**src/rtl/jt900h_regs.sv**
```systemverilog
// Register bank and flag store fed by the ALU: four banked XWA/XBC/XDE/XHL sets,
// fixed XIX/XIY/XIZ/XSP, bank pointer RFP, F/F' flags and two combinational read ports.
`timescale 1ns/1ps
module jt900h_regs #(
    parameter logic [31:0] SP_RST = 32'h0000_0100
) (
    input  logic        rst,
    input  logic        clk,
    input  logic        cen,
    input  logic [7:0]  dst,
    input  logic [2:0]  alu_we,
    input  logic [31:0] alu_dout,
    input  logic [7:0]  alu_flags,
    input  logic        flag_only,
    input  logic        incf,
    input  logic        decf,
    input  logic        ex_f,
    input  logic [7:0]  src0_addr,
    input  logic [7:0]  src1_addr,
    output logic [31:0] src0,
    output logic [31:0] src1,
    output logic [7:0]  f,
    output logic [1:0]  rfp
);

    // Physical slots 0-15 are the banked registers (bank*4 + reg), 16-19 XIX/XIY/XIZ/XSP.
    localparam int NREGS = 20;

    logic [31:0] regs_q [NREGS];
    logic [7:0]  dst_l_q;
    logic [7:0]  f_q, f_d;
    logic [7:0]  falt_q, falt_d;
    logic [1:0]  rfp_q, rfp_d;

    logic [5:0]  wr_sel;
    logic [5:0]  rd0_sel;
    logic [5:0]  rd1_sel;
    logic [3:0]  wr_mask;
    logic [31:0] wr_data;
    logic [31:0] rd0_word;
    logic [31:0] rd1_word;
    logic        flag_upd;

    // Maps a register code to {valid, slot}; bank aliases use the given RFP.
    function automatic logic [5:0] resolve(input logic [7:0] code, input logic [1:0] bank);
        logic [1:0] prev;
        logic [5:0] sel;
        prev = bank - 2'd1;
        sel  = 6'd0;
        case (code[7:4])
            4'h0, 4'h1, 4'h2, 4'h3: sel = {2'b10, code[5:2]};
            4'hD:                   sel = {2'b10, prev, code[3:2]};
            4'hE:                   sel = {2'b10, bank, code[3:2]};
            4'hF:                   sel = {4'b1100, code[3:2]};
            default:                sel = 6'd0;
        endcase
        return sel;
    endfunction

    assign wr_sel  = resolve(dst_l_q, rfp_q);
    assign rd0_sel = resolve(src0_addr, rfp_q);
    assign rd1_sel = resolve(src1_addr, rfp_q);

    always_comb begin
        rd0_word = 32'd0;
        rd1_word = 32'd0;
        if (rd0_sel[5]) begin
            rd0_word = regs_q[rd0_sel[4:0]];
        end
        if (rd1_sel[5]) begin
            rd1_word = regs_q[rd1_sel[4:0]];
        end
    end

    assign src0 = rd0_word >> {src0_addr[1:0], 3'b000};
    assign src1 = rd1_word >> {src1_addr[1:0], 3'b000};

    // Widest strobe wins; data is replicated so each lane sees its own byte.
    always_comb begin
        wr_mask = 4'b0000;
        wr_data = alu_dout;
        if (alu_we[2]) begin
            wr_mask = 4'b1111;
        end else if (alu_we[1]) begin
            wr_mask = dst_l_q[1] ? 4'b1100 : 4'b0011;
            wr_data = {2{alu_dout[15:0]}};
        end else if (alu_we[0]) begin
            wr_mask = 4'b0001 << dst_l_q[1:0];
            wr_data = {4{alu_dout[7:0]}};
        end
        if (!wr_sel[5]) begin
            wr_mask = 4'b0000;
        end
    end

    always_comb begin
        flag_upd = (|alu_we) | flag_only;
        f_d      = f_q;
        falt_d   = falt_q;
        if (flag_upd) begin
            f_d = alu_flags;
            if (ex_f) begin
                falt_d = f_q;
            end
        end else if (ex_f) begin
            f_d    = falt_q;
            falt_d = f_q;
        end
    end

    always_comb begin
        rfp_d = rfp_q;
        if (incf && !decf) begin
            rfp_d = rfp_q + 2'd1;
        end else if (decf && !incf) begin
            rfp_d = rfp_q - 2'd1;
        end
    end

    always_ff @(posedge clk or posedge rst) begin
        if (rst) begin
            for (int i = 0; i < NREGS; i++) begin
                regs_q[i] <= (i == NREGS - 1) ? SP_RST : 32'd0;
            end
        end else if (cen) begin
            for (int b = 0; b < 4; b++) begin
                if (wr_mask[b]) begin
                    regs_q[wr_sel[4:0]][8*b +: 8] <= wr_data[8*b +: 8];
                end
            end
        end
    end

    always_ff @(posedge clk or posedge rst) begin
        if (rst) begin
            dst_l_q <= 8'd0;
            f_q     <= 8'd0;
            falt_q  <= 8'd0;
            rfp_q   <= 2'd0;
        end else if (cen) begin
            dst_l_q <= dst;
            f_q     <= f_d;
            falt_q  <= falt_d;
            rfp_q   <= rfp_d;
        end
    end

    assign f   = f_q;
    assign rfp = rfp_q;

endmodule
```
**config.mk**
```make
export PLATFORM = sky130hd
export DESIGN_NAME = jt900h_regs
export DESIGN_NICKNAME = d
export VERILOG_FILES = /design/src/rtl/jt900h_regs.sv
export SDC_FILE = /design/constraint.sdc
export NUM_CORES = 2
export LEC_CHECK = 0
export ABC_AREA = 1
export CAP_MARGIN = 10
export CORE_MARGIN = 5
export CORE_UTILIZATION = 55
export DETAILED_ROUTE_END_ITERATION = 16
export PLACE_DENSITY = 0.73
export SYNTH_ARGS = -nofsm -noshare
export SYNTH_HDL_FRONTEND = slang
export SYNTH_SLANG_ARGS = --single-unit
```
**constraint.sdc**
```tcl
create_clock -name clk -period 45.2 [get_ports clk]
set_clock_uncertainty 0.2 [all_clocks]
set_input_delay 9.04 -clock clk [delete_from_list [all_inputs] [get_ports clk]]
set_output_delay 9.04 -clock clk [all_outputs]
set_load 0.005 [all_outputs]
```
==> results.json <==
{
  "path_class": "in2out",
  "htreeDepth": 3,
  "cts_tree": "yes",
  "grt-ovfl-total": 0,
  "antenna_left": 0,
  "wirelength_mm": 155.0,
  "clock_sinks": 666,
  "grt_pass1_vias": 39200,
  "drcViolationCount": 0,
  "reg2reg_slack_ns": 41.05,
  "drt_iter0_drc": 6558,
  "die_h_um": 279.9,
  "post-cts-setup-buffer-count": 0,
  "total_power_mw": 2.058,
  "setup_tns_ns": 0,
  "max_slew_margin": 0.2110,
  "worst_pin_slew_ns": 1.182,
  "met2_length_mm": 64.32,
  "vias_per_cell": 6.409,
  "cts-root-buf": "clkbuf_16",
  "hold_buffers": 0,
  "drive_gt1_frac": 0.04979,
  "cts_resized": 0,
  "gp_congestion": 1.008,
  "p_per_area_nw_per_um2": 46.83,
  "wirelength_met1_mm": 57.89,
  "yosysWarnings": 0,
  "ios": 148,
  "end_kind": "output port",
  "die_area_sq_um": 78370,
  "hp-class": "reg2reg",
  "startpoint_type": "input port",
  "grt_max_degree": 167,
  "grt_pass1_wl_mm": 235.9,
  "synth_cell_type_count": 41,
  "numCtsBuffers": 77,
  "outcome": "finished, final reports clean",
  "required_ns": 35.96,
  "rsz0062_at_grt": "false",
  "syn_avg_cell_area_sq_um": 6.933,
  "wl_met3_mm": 22.70,
  "cp.arrival_ns": 14.83,
  "grtUsageTotal": 0.3830,
  "initial_core_util": 0.5521,
  "vias": 42450,
  "core_area_sq_um": 72590,
  "setup_ws_ns": 21.13,
  "syn_inst": 5781,
  "p_comb_frac": 0.291,
  "ys_ff_latch": 666,
  "wl_per_cell_um": 23.40,
  "syn2layout_area_growth_pct": 9.653,
  "post-dp-hpwl_mm": 94.06,
  "max-cap-violations": 0,
  "synth_simple_gate_area_share": 0.3532,
  "period_needed_ns": 24.07,
  "critPathMaxFanout": 140,
  "hold_violations": 0,
  "antenna_found_initial": 8,
  "power_switching_mw": 0.7592,
  "clk_pin_slew_ns": 0.05,
  "power_frac_seq": 0.393,
  "leakagePower_nw": 19.79,
  "synth_area_sq_um": 40080,
  "synthMuxAreaShare": 0.0008429,
  "irDropWorstVdd_v": 0.00003140,
  "dr.max_layer_used": "met5",
  "swShare": 0.3689,
  "synth-xor-area-share": 0.0008429,
  "synth_compound_area_frac": 0.1488,
  "min_period_over_period": 0.5325,
  "mostFrequentLayoutCells": "nand2_1, nand3_1, dfrtp_1",
  "slew_viol_final": 0,
  "nets": 5684,
  "rows": 99,
  "p_int_mw": 1.299,
  "clock_latency_ns": 0.63,
  "synthAdderAreaFrac": 0.0003122,
  "io_buffers": 147,
  "clockBufferDepth": 3,
  "max_freq_ghz": 0.04154,
  "setup_viol": 0,
  "pwr-share-clk": 0.316,
  "ys_seq_area_frac": 0.4159,
  "synth_top_family_by_area": "simple AND/OR/NAND/NOR gates",
  "first_pass_iters": 10,
  "synthesis.nets": 5856,
  "place_ws_ns": 21.47,
  "die_w_um": 279.9,
  "layout_commonest_cell": "nand2_1"
}
## metal layers
| layer | track usage | vias to the layer above |
|---|---|---|
| met1 | 0.5159 | 19760 |
| met5 | 0 | - |
| met2 | 0.5479 | 3153 |
| met4 | 0.2082 | 6 |
| met3 | 0.1279 | 654 |
| li1 | - | 18880 |
## worst paths after layout
| check | from | cells past startpoint | endpoint |
|---|---|---|---|
| max in group asynchronous | rst | 5 | regs_q[173] |
| max reg2reg | rfp[1] | 7 | regs_q[188] |
| min reg2reg | falt_q[0] | 2 | falt_q[0] |
| max | src0_addr[4] | 21 | src0[7] |
| min in group asynchronous | rst | 2 | f[4] |
| min | falt_q[0] | 2 | falt_q[0] |
## worst max-delay path, cell delays in order
cell and delay (ns):
clkdlybuf4s50_1 0.46, inv_2 0.10, nand2_1 0.05, nand2_1 0.21
nand2_8 0.35, nand2_8 0.79, buf_4 0.94, buf_4 0.86
nand2_1 0.13, nand3_1 0.12, nand2_1 0.08, nand2_1 0.06
nand2_1 0.06, inv_1 0.19, nand2_1 0.16, nand2_1 0.14
nand3_1 0.11, nand2_1 0.09, nand2_1 0.05, nand2_1 0.10
clkdlybuf4s50_1 0.51
## cell type report
class                   instances  area, sq um
repair buffers                226         2090
well taps                     959         1200
fillers                      6854        28640
clock buffers                 117         2290
flip-flops and latches        666        16670
inverters                     270         1021
multi-input cells            4368        20380
clock inverters                17        292.8
diodes                          1        2.502
## logic make-up after synthesis
group           count (synthesis)
mux                             3
xor+xnor                        3
flops                         666
compound gates               1067
buf+inv                       747
simple gates                 3294
fa+ha+maj                       1
## synth_stat cells (all sizes together)
cell type,number,area share
nand2,2011,0.19
nand3,1102,0.14
dfrtp,665,0.42
o21ai,626,0.078
inv,270,0.025
buf,251,0.034
a21oi,239,0.030
clkbuf,226,0.021
nor2,152,0.020
o21a,76,0.014
o2111ai,74,0.016
o211ai,32,0.0060
nand4,16,0.0025
nor3,12,0.0022
o221ai,9,0.0021
a31oi,8,0.0012
mux2,3,0.00084
a21boi,2,0.00056
xnor2,2,0.00062
dfstp,1,0.00066
ha,1,0.00031
o22ai,1,0.00016
or2,1,0.00016
xor2,1,0.00022
## power groups by stage
stage / Combinational, mW / Sequential (mW) / Clock (mW)
2_1_floorplan: 0.394 / 0.787 / 0
3_5_place_dp: 0.574 / 0.812 / 0
6_report: 0.599 / 0.809 / 0.650
5_1_grt: 0.657 / 0.821 / 0.676
3_3_place_gp: 0.563 / 0.811 / 0
4_1_cts: 0.577 / 0.803 / 0.654
## through the flow
stage / hold WS [ns] / util / cells / instance area, sq um
5_1_grt: 0.2974 / 0.6054 / 6623 / 43940
3_3_place_gp: 0.2548 / 0.5698 / 6489 / 41360
6_report: 0.2686 / 0.6054 / 6624 / 43950
4_1_cts: 0.2736 / 0.6054 / 6623 / 43940
3_5_place_dp: 0.2611 / 0.5698 / 6489 / 41360
2_1_floorplan: 0.2425 / - / 5781 / 40080
## registers in the layout (all words and copies together) (netlist names)
register  count
regs_q      640
f             8
falt_q        8
rfp           2
dst_l_q       8
No activity file was read; power rests on OpenSTA's default activity.
